## config.mk

```make
export PLATFORM = sky130hd
export DESIGN_NAME = seq1010_gen
export DESIGN_NICKNAME = d
export VERILOG_FILES = /design/src/rtl/seq1010_gen_pkg.sv /design/src/rtl/seq1010_piso.sv /design/src/rtl/seq1010_gen.sv
export SDC_FILE = /design/constraint.sdc
export NUM_CORES = 1
export LEC_CHECK = 0
export ABC_AREA = 0
export CAP_MARGIN = 5
export CORE_AREA = 2 2 57 59
export CTS_CLUSTER_DIAMETER = 120
export DETAILED_ROUTE_END_ITERATION = 6
export DIE_AREA = 0 0 59 61
export PLACE_DENSITY_LB_ADDON = 0.12
export SLEW_MARGIN = 20
export SYNTH_ARGS = -nofsm -noshare
export SYNTH_HDL_FRONTEND = slang
export SYNTH_SLANG_ARGS = --single-unit
```

## constraint.sdc

```tcl
create_clock -name clk -period 1.79 [get_ports clk]
set_input_delay 0.537 -clock clk [delete_from_list [all_inputs] [get_ports clk]]
set_output_delay 0.537 -clock clk [all_outputs]
set_load 0.005 [all_outputs]
```

## src/rtl/seq1010_gen_pkg.sv

```systemverilog
// Shared types and constants for the seq1010_gen serial pattern transmitter.
// Build option: SEQ1010_GEN_PREAMBLE_EN adds the PRE state and the 1010 preamble.
package seq1010_gen_pkg;

    localparam int PRE_LEN = 4;

`ifdef SEQ1010_GEN_PREAMBLE_EN
    localparam logic [PRE_LEN-1:0] PREAMBLE = 4'b1010;

    typedef enum logic [1:0] {
        S_IDLE,
        S_PRE,
        S_DATA,
        S_GAP
    } state_t;

    // Preamble bit for position idx, sent MSB first.
    function automatic logic pre_bit(input logic [1:0] idx);
        logic [1:0] pos;
        pos = 2'd3 - idx;
        return PREAMBLE[pos];
    endfunction
`else
    typedef enum logic [1:0] {
        S_IDLE,
        S_DATA,
        S_GAP
    } state_t;
`endif

endpackage

```

## src/rtl/seq1010_piso.sv

```systemverilog
// Parallel-in serial-out shift register, shifts left, MSB is the serial output.
// Ports: clk, reset (sync, active high), load, shift, d[WIDTH], sout.
module seq1010_piso
    import seq1010_gen_pkg::*;
#(
    parameter int WIDTH = 8
) (
    input  logic             clk,
    input  logic             reset,
    input  logic             load,
    input  logic             shift,
    input  logic [WIDTH-1:0] d,
    output logic             sout
);

    logic [WIDTH-1:0] q;

    // load together with shift means d[MSB] leaves this same edge,
    // so the register keeps only the bits still to be sent.
    always_ff @(posedge clk) begin
        if (reset) begin
            q <= '0;
        end else if (load) begin
            q <= shift ? (d << 1) : d;
        end else if (shift) begin
            q <= q << 1;
        end
    end

    assign sout = q[WIDTH-1];

endmodule

```

## src/rtl/seq1010_gen.sv

```systemverilog
// Serial pattern transmitter: sends a latched word MSB first, repeat_n+1 times.
// Ports: clk, reset, start, data_in, repeat_n -> ready, b, b_valid, done.
// Build option: SEQ1010_GEN_PREAMBLE_EN prefixes every frame with 1010.
module seq1010_gen
    import seq1010_gen_pkg::*;
#(
    parameter int WIDTH = 8,
    parameter int GAP   = 2
) (
    input  logic             clk,
    input  logic             reset,
    input  logic             start,
    input  logic [WIDTH-1:0] data_in,
    input  logic [3:0]       repeat_n,
    output logic             ready,
    output logic             b,
    output logic             b_valid,
    output logic             done
);

    localparam int CNT_MAX = (WIDTH > PRE_LEN) ? WIDTH : PRE_LEN;
    localparam int CNT_W   = $clog2(CNT_MAX + 1);
    localparam int GAP_W   = (GAP > 0) ? $clog2(GAP + 1) : 1;

    localparam logic [CNT_W-1:0] LAST_BIT = CNT_W'(WIDTH - 1);
    localparam logic [GAP_W-1:0] LAST_GAP = GAP_W'((GAP > 0) ? GAP - 1 : 0);
`ifdef SEQ1010_GEN_PREAMBLE_EN
    localparam logic [CNT_W-1:0] PRE_LAST = CNT_W'(PRE_LEN - 1);
`endif

    state_t           state, state_n;
    logic [CNT_W-1:0] bit_cnt, bit_n;
    logic [GAP_W-1:0] gap_cnt, gap_n;
    logic [3:0]       rep_cnt, rep_n;
    logic [3:0]       rep_lim, rep_lim_n;
    logic [WIDTH-1:0] word, word_n;
    logic             b_n, valid_n, done_n;

    logic             load, shift, sout, begin_frame;
    logic [WIDTH-1:0] src;

    seq1010_piso #(
        .WIDTH(WIDTH)
    ) u_piso (
        .clk  (clk),
        .reset(reset),
        .load (load),
        .shift(shift),
        .d    (src),
        .sout (sout)
    );

    always_ff @(posedge clk) begin
        if (reset) begin
            state   <= S_IDLE;
            bit_cnt <= '0;
            gap_cnt <= '0;
            rep_cnt <= '0;
            rep_lim <= '0;
            word    <= '0;
            b       <= 1'b0;
            b_valid <= 1'b0;
            done    <= 1'b0;
        end else begin
            state   <= state_n;
            bit_cnt <= bit_n;
            gap_cnt <= gap_n;
            rep_cnt <= rep_n;
            rep_lim <= rep_lim_n;
            word    <= word_n;
            b       <= b_n;
            b_valid <= valid_n;
            done    <= done_n;
        end
    end

    always_comb begin
        state_n     = state;
        bit_n       = bit_cnt;
        gap_n       = gap_cnt;
        rep_n       = rep_cnt;
        rep_lim_n   = rep_lim;
        word_n      = word;
        b_n         = 1'b0;
        valid_n     = 1'b0;
        done_n      = 1'b0;
        load        = 1'b0;
        shift       = 1'b0;
        src         = word;
        begin_frame = 1'b0;

        unique case (state)
            S_IDLE: begin
                if (start) begin
                    word_n      = data_in;
                    rep_lim_n   = repeat_n;
                    rep_n       = '0;
                    src         = data_in;
                    begin_frame = 1'b1;
                end
            end
`ifdef SEQ1010_GEN_PREAMBLE_EN
            S_PRE: begin
                valid_n = 1'b1;
                if (bit_cnt == PRE_LAST) begin
                    state_n = S_DATA;
                    bit_n   = '0;
                    b_n     = sout;
                    shift   = 1'b1;
                end else begin
                    bit_n = bit_cnt + 1'b1;
                    b_n   = pre_bit(bit_n[1:0]);
                end
            end
`endif
            S_DATA: begin
                if (bit_cnt != LAST_BIT) begin
                    bit_n   = bit_cnt + 1'b1;
                    b_n     = sout;
                    valid_n = 1'b1;
                    shift   = 1'b1;
                end else if (rep_cnt != rep_lim) begin
                    rep_n = rep_cnt + 4'd1;
                    if (GAP > 0) begin
                        state_n = S_GAP;
                        gap_n   = '0;
                    end else begin
                        begin_frame = 1'b1;
                    end
                end else begin
                    state_n = S_IDLE;
                    done_n  = 1'b1;
                end
            end
            S_GAP: begin
                if (gap_cnt == LAST_GAP) begin
                    begin_frame = 1'b1;
                end else begin
                    gap_n = gap_cnt + 1'b1;
                end
            end
            default: state_n = S_IDLE;
        endcase

        // First bit of a frame is registered on the same edge the
        // word is (re)loaded, so there is no bubble before it.
        if (begin_frame) begin
            load    = 1'b1;
            bit_n   = '0;
            valid_n = 1'b1;
`ifdef SEQ1010_GEN_PREAMBLE_EN
            state_n = S_PRE;
            b_n     = pre_bit(2'd0);
`else
            state_n = S_DATA;
            shift   = 1'b1;
            b_n     = src[WIDTH-1];
`endif
        end
    end

    assign ready = (state == S_IDLE);

endmodule

```

Yosys cells after proc, flatten, opt, wreduce, memory -nomap -nowiden
Index checks and enable logic that the tools add are counted.
{"block": "word_totals", "wordCells": 68, "regBits": 35, "inputBits": 15, "output_inout_bits": 4}
{"block": "op_classes", "bitwise": 2, "mux": 28, "n_addsub": 3, "n_reduce_logical": 13, "n_eq_ne": 11}
{"op": "$mux 8", "n": 5}
{"op": "$mux 4", "n": 3}
{"op": "$mux 1", "n": 11}
{"op": "$mux 2", "n": 5}
{"op": "$add 4x1->4 const B", "n": 2}
{"op": "$ne 2x2->1 const B", "n": 4}
{"op": "$pmux 2 s2", "n": 2}
{"op": "$pmux 4 s2", "n": 1}
{"op": "$reduce_and 2->1", "n": 4}
{"op": "$reduce_and 4->1", "n": 2}
{"op": "$reduce_bool 2->1", "n": 3}
{"op": "$eq 2x1->1 const B", "n": 2}
{"op": "$ne 4x3->1 const B", "n": 1}
{"op": "$ne 4x4->1", "n": 1}
{"op": "$reduce_or 2->1", "n": 2}
{"op": "$ne 3x3->1 const B", "n": 1}
{"op": "$reduce_or 3->1", "n": 1}
{"op": "$add 2x1->2 const B", "n": 1}
{"op": "$eq 2x2->1 const B", "n": 1}
{"op": "$logic_not 2->1", "n": 1}
{"op": "$ne 2x1->1 const B", "n": 1}
{"op": "$not 1->1", "n": 2}
{"op": "$pmux 1 s2", "n": 1}

Longest topological paths before layout
Gate-level depths: netlist of the first run.
{"block": "logic_depth", "word_depth": 6, "mapped_depth": 8, "ltp_nobuf": 6}

Hierarchy
Synthesis of the first run repeated with hierarchy kept, for this count alone.
{"block": "hier_totals", "hier_cells": 144, "area_unflattened_um2": 1551.5}
{"module": "seq1010_gen", "seq_area_each_um2": 540.5, "cells_per_inst": 116, "area_per_inst_um2": 1227.4, "n_inst": 1}
{"module": "seq1010_piso", "seq_area_each_um2": 160.2, "cells_per_inst": 28, "area_per_inst_um2": 324.1, "n_inst": 1}

Worst setup path before layout of the first run
Ideal clock, no wire load.
{"block": "synth_timing", "path_type": "in2reg", "start": "in start", "end": "reg rep_cnt[2]", "slack_ns": 0.250, "arrival_time_ns": 1.419, "path_buffers": 1, "cell_stages": 4, "required_time_ns": 1.669, "setup_ns": 0.121, "cell_sequence": "or3b_1 -> buf_2 -> and3_1 -> mux2_4"}
{"block": "synth_via", "elab_chain_len": 2}
{"item": "start: declaration", "line": "seq1010_gen.sv:12", "rtl": "input logic start,"}
{"item": "$ne 2x2->1 (no source line)"}
{"item": "$reduce_and 4->1 (no source line)"}
{"item": "end signal: assignment", "line": "seq1010_gen.sv:68", "rtl": "rep_cnt <= rep_n;"}
{"item": "end: declaration", "line": "seq1010_gen.sv:34", "rtl": "logic [3:0] rep_cnt, rep_n;"}
No other way between the ends.
A chain may end at the register's enable or synchronous reset.

Final worst setup path of the first run
{"block": "layout_timing", "start": "reg b", "end": "out b"}
{"item": "start: declaration", "line": "seq1010_gen.sv:16", "rtl": "output logic b,"}
{"item": "start signal: assignment", "line": "seq1010_gen.sv:71", "rtl": "b <= b_n;"}
No word-level cell between the ends.

==> results by group, run 1 <==
Clock tree
  – Skew-Pair Late Insertion Delay: 0.35 ns
  – Hold Buf Count CTS: 0
  – Clock Pin Slew Worst Setup and Hold Paths: 0.11 ns
  – CTS root buf: clkbuf_4
  – H-tree levels: 2
  – CTS sink cnt: 35
  – CTS tree: done
  – CTS Buf Count: 5
  – Clock buffer depth: 2

Worst setup path
  – Crit-path cells: clkdlybuf4s50_1
  – Top delay family on crit path: buffers and inverters
  – Slowest stage cell on the critical path: clkdlybuf4s50_1
  – Flop2flop setup slack: 0.25 ns
  – Worst Setup Start Kind: flip-flop
  – Cell depth of the worst flop-to-flop path: 5
  – Required time worst endpoint: 1.25 ns
  – CP Class: flip-flop to output pin
  – R2R Path End: rep_cnt[3]
  – CP max stage delay: 0.49 ns
  – Reg2reg start: bit_cnt[0]
  – Worst path bufs/invs: 1
  – Setup crit end kind: output pin
  – CP max FO: 1
  – CP arrival: 1.16 ns

Global route
  – First-pass GRT wire length: 5678 um
  – GRT Total Usage: 0.2151
  – Met1 Usage GRT: 0.2635
  – Vias in the first global route: 1,292
  – GR Util met3: 0.06397
  – Gr busiest metal: met2
  – Initial antenna violation count: 0
  – Pin count of the biggest net entering global routing: 13
  – Met2 Use GR: 0.3429
  – GR Overflow Total: 0

STA
  – Sum of negative setup slack: 0 ns
  – Hold Violations, Final: 0
  – Final setup fails: 0
  – Final period util: 0.9482
  – Fin crit period: 1.697 ns
  – RSZ-0062 raised after global routing: false
  – Final Hold Slack: 0.4395 ns
  – Slew headroom: 0.7163
  – Pins Over Slew Limit: 0
  – Fmax: 589.2 MHz
  – Worst Clk Skew: 0.01099 ns
  – Slew @ Worst Pin: 0.4251 ns

Synth
  – EDFF count, synth: 0
  – Synth Instances: 190
  – Share of the synthesized area in the top cell type: 0.4455
  – Post-synth top area cell: dfxtp_1
  – Yosys reg bits: 35
  – Asr flop ratio synth: 0
  – Most frequent cell after synthesis: nand2_1
  – Synth unique cells: 38
  – Register area share after synthesis: 0.4455
  – Avg Cell Area, Syn: 8.278 um^2
  – Syn. warnings: 0
  – Top cells by count, synth: nand2_1, dfxtp_1, a21oi_1
  – Top_reg_cell synth: dfxtp_1
  – Post-synthesis cell area: 1573 um^2
  – Dominant cells by area after synthesis: dfxtp_1, nand2_1, a21oi_1
  – Syn Nets: 208

Finish
  – N_diodes: 0
  – Layout cells sized above 1: 0.1553
  – Final cell count without fillers: 252
  – Area Growth Syn to Fin: 21.48%
  – Final Core Density: 0.6470
  – Fin area: 1911 um^2
  – Final Net Count: 236

Floorplan
  – Placement row count: 20
  – Top-Level Pins: 19
  – DIE WIDTH: 59 um
  – Die height: 61 um
  – Starting Density: 0.5326
  – Core area: 2953 um^2
  – DIE AREA: 3599 um^2

Worst hold path
  – Hold Path Stages: 2
  – Hold Path Origin: u_piso.q[0]
  – Hold endpoint: u_piso.q[0]
  – HP Class: flip-flop to flip-flop

Routing
  – Remaining antenna violation count: 0
  – DRC errors left: 0
  – Vias: 1,404
  – Total wire length: 3339 um
  – Iter 0 DRT Violations: 57
  – Via density: 5.571
  – Number of iterations in the first detailed-routing pass: 4
  – Avg WL per Cell: 13.25 um

Placement
  – Cell area after placement: 1852 um^2
  – Placer Congestion: 0.8359
  – IO Port Bufs: 18
  – Dpl hpwl: 2459 um
  – Dpl cells: 244

Power
  – Leakage: 0.7166 nW
  – PD cells: 756.6 nW/um^2
  – Peak VDD IR: 0.6158 mV

Flow run
  – Maxcap violations: 0

Outcome
  – Status: finished clean
-- area by class of cell --
cell class | count | area [um^2]
Timing Repair Buffer | 32 | 284.0
Multi-Input combinational cell | 142 | 819.5
Tap cell | 33 | 41.29
Clock buffer | 5 | 37.54
Inverter | 2 | 7.507
Clock inverter | 3 | 15.01
Sequential cell | 35 | 705.7
Fill cell | 274 | 1042
-- per-layer routing --
metal	part of all wire	wire, um
met5	0	0
met4	0.026	87
met3	0.046	155
met2	0.47	1582
met1	0.45	1514
-- per-stage QoR --
| stage | setup slack (ns) | total power [mW] |
|---|---|---|
| 6_report | 0.09264 | 1.446 |
| 5_1_grt | 0.02887 | 1.518 |
| 4_1_cts | 0.06969 | 1.464 |
| 3_5_place_dp | -0.2849 | 1.054 |
| 3_3_place_gp | -0.2447 | 1.048 |
| 2_1_floorplan | 0.2498 | 0.9636 |
-- registers in the layout, summed over array words and instances, names as in the netlist --
name,count
u_piso.q,8
word,8
bit_cnt,4
rep_cnt,4
rep_lim,4
gap_cnt,2
state,2
b,1
b_valid,1
done,1
-- layout by cell type, fill, tap and decap left out, types with 2 or more instances in the layout --
cell type	n
a21oi_1	22
a31oi_1	6
a32oi_1	6
and3_1	3
and3b_1	2
buf_4	14
clkbuf_4	5
clkdlybuf4s50_1	17
clkinv_2	3
dfxtp_1	33
ha_1	3
inv_1	2
nand2_1	36
nand2b_1	2
nand3_1	14
nor2_1	7
nor2b_1	2
nor3_1	6
o21ai_0	2
or2_2	5
xnor2_1	6
-- what timing repair did --
item | CTS | global route
setup buffers | 0 | 0
pin swaps | 0 | 0
setup endpoints to repair | 1 | 6
resized for setup | 4 | 1
-- worst max-delay path by stage --
stage	start	endpoint	slack (ns)	depth (start not counted)
detailed placement	start	bit_cnt[0]	-0.28	6
CTS	b	b	0.07	1
global placement	start	bit_cnt[0]	-0.24	6
global route	start	u_piso.q[5]	0.03	6
finish	b	b	0.09	1
floorplan	start	rep_cnt[2]	0.25	4
-- kinds of logic after synthesis --
kind of cell               after synthesis  share of synthesized area
and+or+nand+nor                         90                     0.2856
muxes                                    2                    0.01670
DFF                                     35                     0.4455
xor gates and xnor gates                 6                    0.03341
AOI/OAI and AO/OA                       41                     0.1599
buffers and inverters                   13                    0.03500
adders and majority gates                3                    0.02387
-- report_power, final --
group          switching (mW)  total, mW  leakage, nW  internal, mW
combinational           0.102      0.203        0.395         0.101
clock                   0.263      0.409       0.0347         0.146
sequential             0.0216      0.834        0.287         0.813
total                   0.386       1.45        0.717          1.06
Note: power is estimated with default switching activity, not from simulation.
==> run 2: changes to the inputs <==
--- a/config.mk
+++ b/config.mk
@@ -7,10 +7,10 @@
 export LEC_CHECK = 0
 export ABC_AREA = 0
 export CAP_MARGIN = 5
-export CORE_AREA = 2 2 57 59
+export CORE_AREA = 2 2 60 62
 export CTS_CLUSTER_DIAMETER = 120
 export DETAILED_ROUTE_END_ITERATION = 6
-export DIE_AREA = 0 0 59 61
+export DIE_AREA = 0 0 62 64
 export PLACE_DENSITY_LB_ADDON = 0.12
 export SLEW_MARGIN = 20
 export SYNTH_ARGS = -nofsm -noshare
==> constraint.sdc (replaced) <==
create_clock -name clk -period 1.53 [get_ports clk]
set_input_delay 0.459 -clock clk [delete_from_list [all_inputs] [get_ports clk]]
set_output_delay 0.459 -clock clk [all_outputs]
set_load 0.005 [all_outputs]
==> run 2 against run 1 <==
Die area is 10% higher. Sequential share of layout area is 2.5 points lower. Register-to-register slack worse by 0.18 ns. Flip-flop and latch count stayed put. Wire length is 14% higher. Global-route usage is 0.60 points higher. Power is 26% higher. Largest power group unchanged.
==> results by group, run 2 (synthesis gave the netlist of run 1 again) <==
Floorplan
  – DIE WIDTH: 62 um
  – Core area: 3284 um^2
  – Placement row count: 21
  – Starting Density: 0.4789
  – Die height: 64 um
  – DIE AREA: 3968 um^2
  – Top-Level Pins: 19

Finish
  – Most common cell after layout, fill and taps aside: nand2_1
  – Storage cell area: 709.4 um^2
  – Final Net Count: 246
  – Top Registers: u_piso.q x8, word x8
  – Most frequent cells in the layout: nand2_1, dfxtp_1, a21oi_1, buf_4, nand3_1
  – N_diodes: 0
  – Layout cells sized above 1: 0.2227
  – Fill count: 305
  – Area Growth Syn to Fin: 30.87%
  – Final Core Density: 0.6267
  – Multi-input logic area: 847.1 um^2

STA
  – Fmax: 684.6 MHz
  – Fin crit period: 1.461 ns
  – Final Hold Slack: 0.4381 ns
  – RSZ-0062 raised after global routing: false
  – Hold Violations, Final: 0
  – Worst Clk Skew: 0.01280 ns
  – Pins Over Slew Limit: 0
  – Final setup fails: 0
  – Slew @ Worst Pin: 0.3037 ns
  – Slew headroom: 0.7960
  – Final period util: 0.9547

Worst setup path
  – Cell depth of the worst flop-to-flop path: 5
  – Crit-path cells: ha_1 > and3b_2 > and2_4 > and3_4 > mux2_4
  – Reg2reg start: bit_cnt[0]
  – CP arrival: 1.70 ns
  – CP max stage delay: 0.33 ns
  – Top delay family on crit path: simple AND/OR/NAND/NOR gates
  – Worst path bufs/invs: 0
  – Required time worst endpoint: 1.77 ns
  – Setup crit end kind: flip-flop
  – CP max FO: 4
  – R2R Path End: rep_cnt[2]
  – Worst Setup Start Kind: flip-flop
  – Slowest stage cell on the critical path: dfxtp_2
  – CP Class: flip-flop to flip-flop
  – Flop2flop setup slack: 0.07 ns

Clock tree
  – Skew-Pair Late Insertion Delay: 0.34 ns
  – CTS tree: done
  – H-tree levels: 2
  – CTS sink cnt: 35
  – Clock buffer depth: 2
  – CTS Buf Count: 5
  – Hold Buf Count CTS: 0
  – Post-CTS setup buffers: 0
  – Clock Pin Slew Worst Setup and Hold Paths: 0.11 ns
  – CTS root buf: clkbuf_4

Global route
  – GR Overflow Total: 0
  – Initial antenna violation count: 0
  – GRT Total Usage: 0.2211
  – Vias in the first global route: 1,483
  – First-pass GRT wire length: 6624 um
  – Pin count of the biggest net entering global routing: 14

Routing
  – DRC errors left: 0
  – Vias: 1,509
  – Iter 0 DRT Violations: 89
  – Total wire length: 3808 um
  – Via density: 5.487
  – Number of iterations in the first detailed-routing pass: 4
  – Remaining antenna violation count: 0
  – Avg WL per Cell: 13.85 um

Power
  – Leakage: 0.7929 nW
  – PD cells: 887.2 nW/um^2
  – Total power: 1.826 mW
  – Peak VDD IR: 0.5745 mV

Worst hold path
  – Hold Path Origin: u_piso.q[0]
  – Hold endpoint: u_piso.q[0]
  – Hold Path Stages: 2
  – HP Class: flip-flop to flip-flop

Placement
  – IO Port Bufs: 18
  – Placer Congestion: 0.7683
  – Dpl hpwl: 2878 um

Outcome
  – Status: finished clean

Flow run
  – Maxcap violations: 0
run 2: tightest hold or removal path: cells and delay by family, from the launching register on:
kind | cells | cell delay [ns]
flip-flops | 1 | 0.32
AND/OR/NAND/NOR | 2 | 0.08
run 2: worst max path at each step:
stage	slack (ns)	cells past startpoint	startpoint	to
detailed placement	-0.50	4	start	rep_cnt[2]
global route	0.01	5	bit_cnt[0]	rep_cnt[2]
global placement	-0.49	4	start	rep_cnt[2]
finish	0.07	5	bit_cnt[0]	rep_cnt[2]
floorplan	0.07	4	start	rep_cnt[2]
CTS	0.003	2	state[0]	ready
run 2: report_power, final:
part	switching, mW	total, mW	internal, mW
combinational	0.133	0.277	0.144
clock	0.305	0.575	0.270
sequential	0.0246	0.974	0.949
total	0.462	1.83	1.36
run 2: per-layer routing:
metal,track usage,part of all wire,up-vias
met1,0.2668,0.42,713
met2,0.3659,0.52,46
met5,0,0,-
li1,-,-,745
met4,0.05851,0.0081,0
met3,0.07490,0.058,5
run 2: repair_timing:
action / in CTS / in global routing
gates resized for setup: 11 / 8
pin swaps: 0 / 2
setup endpoints to repair: 22 / 18
cloned: 1 / 0
run 2: layout make-up:
type	instances	area share
Sequential cell	35	0.3447
Inverter	2	0.003647
Tap cell	46	0.02796
Timing Repair Buffer	41	0.1787
Clock buffer	8	0.03343
Multi-Input combinational cell	143	0.4116
run 2: through the flow:
stage / cell area, um^2 / setup TNS (ns) / setup WS, ns / std cells
finish: 2058 / 0 / 0.06931 / 275
CTS: 2047 / 0 / 0.003221 / 275
global placement: 1961 / -11.55 / -0.4948 / 266
global route: 2058 / 0 / 0.01408 / 275
floorplan: 1573 / 0 / 0.06781 / 190
detailed placement: 1961 / -12.03 / -0.5009 / 266
==> run 3: changes to the inputs <==
--- a/config.mk
+++ b/config.mk
@@ -12,6 +12,8 @@
 export DETAILED_ROUTE_END_ITERATION = 6
 export DIE_AREA = 0 0 62 64
 export PLACE_DENSITY_LB_ADDON = 0.12
+export SETUP_SLACK_MARGIN = 0.05
+export SKIP_CTS_REPAIR_TIMING = 1
 export SLEW_MARGIN = 20
 export SYNTH_ARGS = -nofsm -noshare
 export SYNTH_HDL_FRONTEND = slang
==> run 3 against run 2 <==
Cell area increased by 2.1%. Non-clock buffer count increased by 1. Sequential share of layout area decreased by 0.76 points. Critical path depth decreased by 1. Flip-flop and latch count unchanged. Register-to-register slack improved by 0.03 ns. Wire length decreased by 0.24%. Via count decreased by 0.46%. Cell count unchanged. Die area unchanged. Worst setup slack improved by 0.035 ns. Clock power about the same. Critical endpoint is now rep_cnt[3]. Largest cell class unchanged. Largest power group unchanged. Highest routed layer unchanged.
==> results by group, run 3 (synthesis gave the netlist of run 1 again) <==
Outcome
  – Status: finished clean

Routing
  – Avg WL per Cell: 13.81 um
  – DRC errors left: 0
  – Via density: 5.462
  – Total wire length: 3799 um
  – Iter 0 DRT Violations: 87
  – Number of iterations in the first detailed-routing pass: 4
  – Remaining antenna violation count: 0
  – Vias: 1,502

Clock tree
  – Clock buffer depth: 2
  – CTS root buf: clkbuf_4
  – CTS Buf Count: 5
  – Clock Pin Slew Worst Setup and Hold Paths: 0.11 ns
  – Skew-Pair Late Insertion Delay: 0.34 ns
  – CTS sink cnt: 35
  – CTS tree: done
  – H-tree levels: 2

Finish
  – Fill count: 293
  – Layout cells sized above 1: 0.2445
  – Most frequent cells in the layout: nand2_1, dfxtp_1, a21oi_1, buf_4, nand3_1
  – N_diodes: 0
  – Final Net Count: 246
  – Area Growth Syn to Fin: 33.57%
  – Top Registers: u_piso.q x8, word x8
  – Most common cell after layout, fill and taps aside: nand2_1
  – Final Core Density: 0.6396

STA
  – Final setup fails: 0
  – Slew @ Worst Pin: 0.2804 ns
  – Slew headroom: 0.8116
  – Pins Over Slew Limit: 0
  – Final period util: 0.9320
  – Fin crit period: 1.426 ns
  – Hold Violations, Final: 0
  – Fmax: 701.3 MHz
  – RSZ-0062 raised after global routing: false
  – Worst Clk Skew: 0.01214 ns

Worst setup path
  – CP arrival: 1.66 ns
  – Setup crit end kind: flip-flop
  – CP Class: flip-flop to flip-flop
  – Top delay family on crit path: flip-flops
  – Slowest stage cell on the critical path: dfxtp_1
  – CP max stage delay: 0.45 ns
  – CP max FO: 4
  – Worst Setup Start Kind: flip-flop
  – Worst path bufs/invs: 0
  – Crit-path cells: xnor2_1 > and4_1 > nor3_2 > mux2_2
  – Required time worst endpoint: 1.76 ns

Floorplan
  – DIE AREA: 3968 um^2
  – Starting Density: 0.4789
  – Core area: 3284 um^2
  – DIE WIDTH: 62 um
  – Placement row count: 21
  – Die height: 64 um
  – Top-Level Pins: 19

Power
  – Total power: 1.832 mW
  – Internal power: 1.371 mW
  – Peak VDD IR: 0.5714 mV
  – Leakage: 0.8453 nW
  – Net switching power: 0.4602 mW
  – Sw Ratio: 0.2513
  – Seq pwr share: 0.533
  – Clk pwr share: 0.313
  – PD cells: 871.8 nW/um^2
  – Comb pwr share: 0.154

Global route
  – Vias in the first global route: 1,459
  – GR Overflow Total: 0
  – Pin count of the biggest net entering global routing: 14
  – First-pass GRT wire length: 6520 um
  – GRT Total Usage: 0.2171
  – Initial antenna violation count: 0

Placement
  – IO Port Bufs: 18
  – Dpl hpwl: 2878 um
  – Placer Congestion: 0.7683

Flow run
  – Maxcap violations: 0

Worst hold path
  – HP Class: flip-flop to flip-flop
==> run 3: cell count changes in the layout (fill, tap and decap cells not counted), sizes merged <==
cell / change
dlymetal6s2s: +5
or3b: -1
buf: +1
dlygate4sd2: -4
clkbuf: -1
==> run 3: final cells by class <==
class	instances	area, um^2	share of cell area
Clock buffer	8	68.82	0.03276
Timing Repair Buffer	42	397.9	0.1894
Multi-Input combinational cell	142	860.8	0.4098
Inverter	2	7.507	0.003574
Tap cell	46	57.56	0.02740
Sequential cell	35	708.2	0.3371
==> run 3: per-layer routing <==
metal  routed length [um]  GRT usage  vias up  share of wire
li1                     -          -      744              -
met2                 2020     0.3568       36           0.53
met3                  219    0.07085        4          0.058
met1                 1543     0.2642      718           0.41
met4                   15    0.06117        0         0.0039
met5                    0          0        -              0
==> run 3: power groups by stage <==
stage / Clock (mW) / Sequential, mW / Combinational [mW]
after floorplan: 0 / 0.989 / 0.138
after global placement: 0 / 0.993 / 0.265
after detailed placement: 0 / 0.995 / 0.273
after CTS: 0.591 / 0.974 / 0.276
after global routing: 0.636 / 0.981 / 0.308
final: 0.574 / 0.976 / 0.282
==> run 3: worst min-delay path, stage by stage, from the launching register on <==
cell and delay [ns]:
dfxtp_1 0.33, nand2_1 0.05, nor2_1 0.03
==> run 3: final timing paths <==
path,startpoint,depth (start not counted),end,slack (ns)
worst max-delay path,rep_cnt[1],4,rep_cnt[3],0.10
worst min-delay path,u_piso.q[0],2,u_piso.q[0],0.44
worst max register to register,rep_cnt[1],4,rep_cnt[3],0.10
worst min register to register,u_piso.q[0],2,u_piso.q[0],0.44
==> run 3: stage by stage <==
stage               TNS, ns  worst slack (ns)  area [um^2]  hold slack (ns)  std cells
floorplan                 0           0.06781         1573           0.4099        190
global placement     -11.55           -0.4948         1961           0.4208        266
detailed placement   -12.03           -0.5009         1961           0.4206        266
CTS                  -1.276           -0.2858         2029           0.4382        274
global route              0           0.05361         2101           0.4796        275
finish                    0            0.1041         2101           0.4382        275
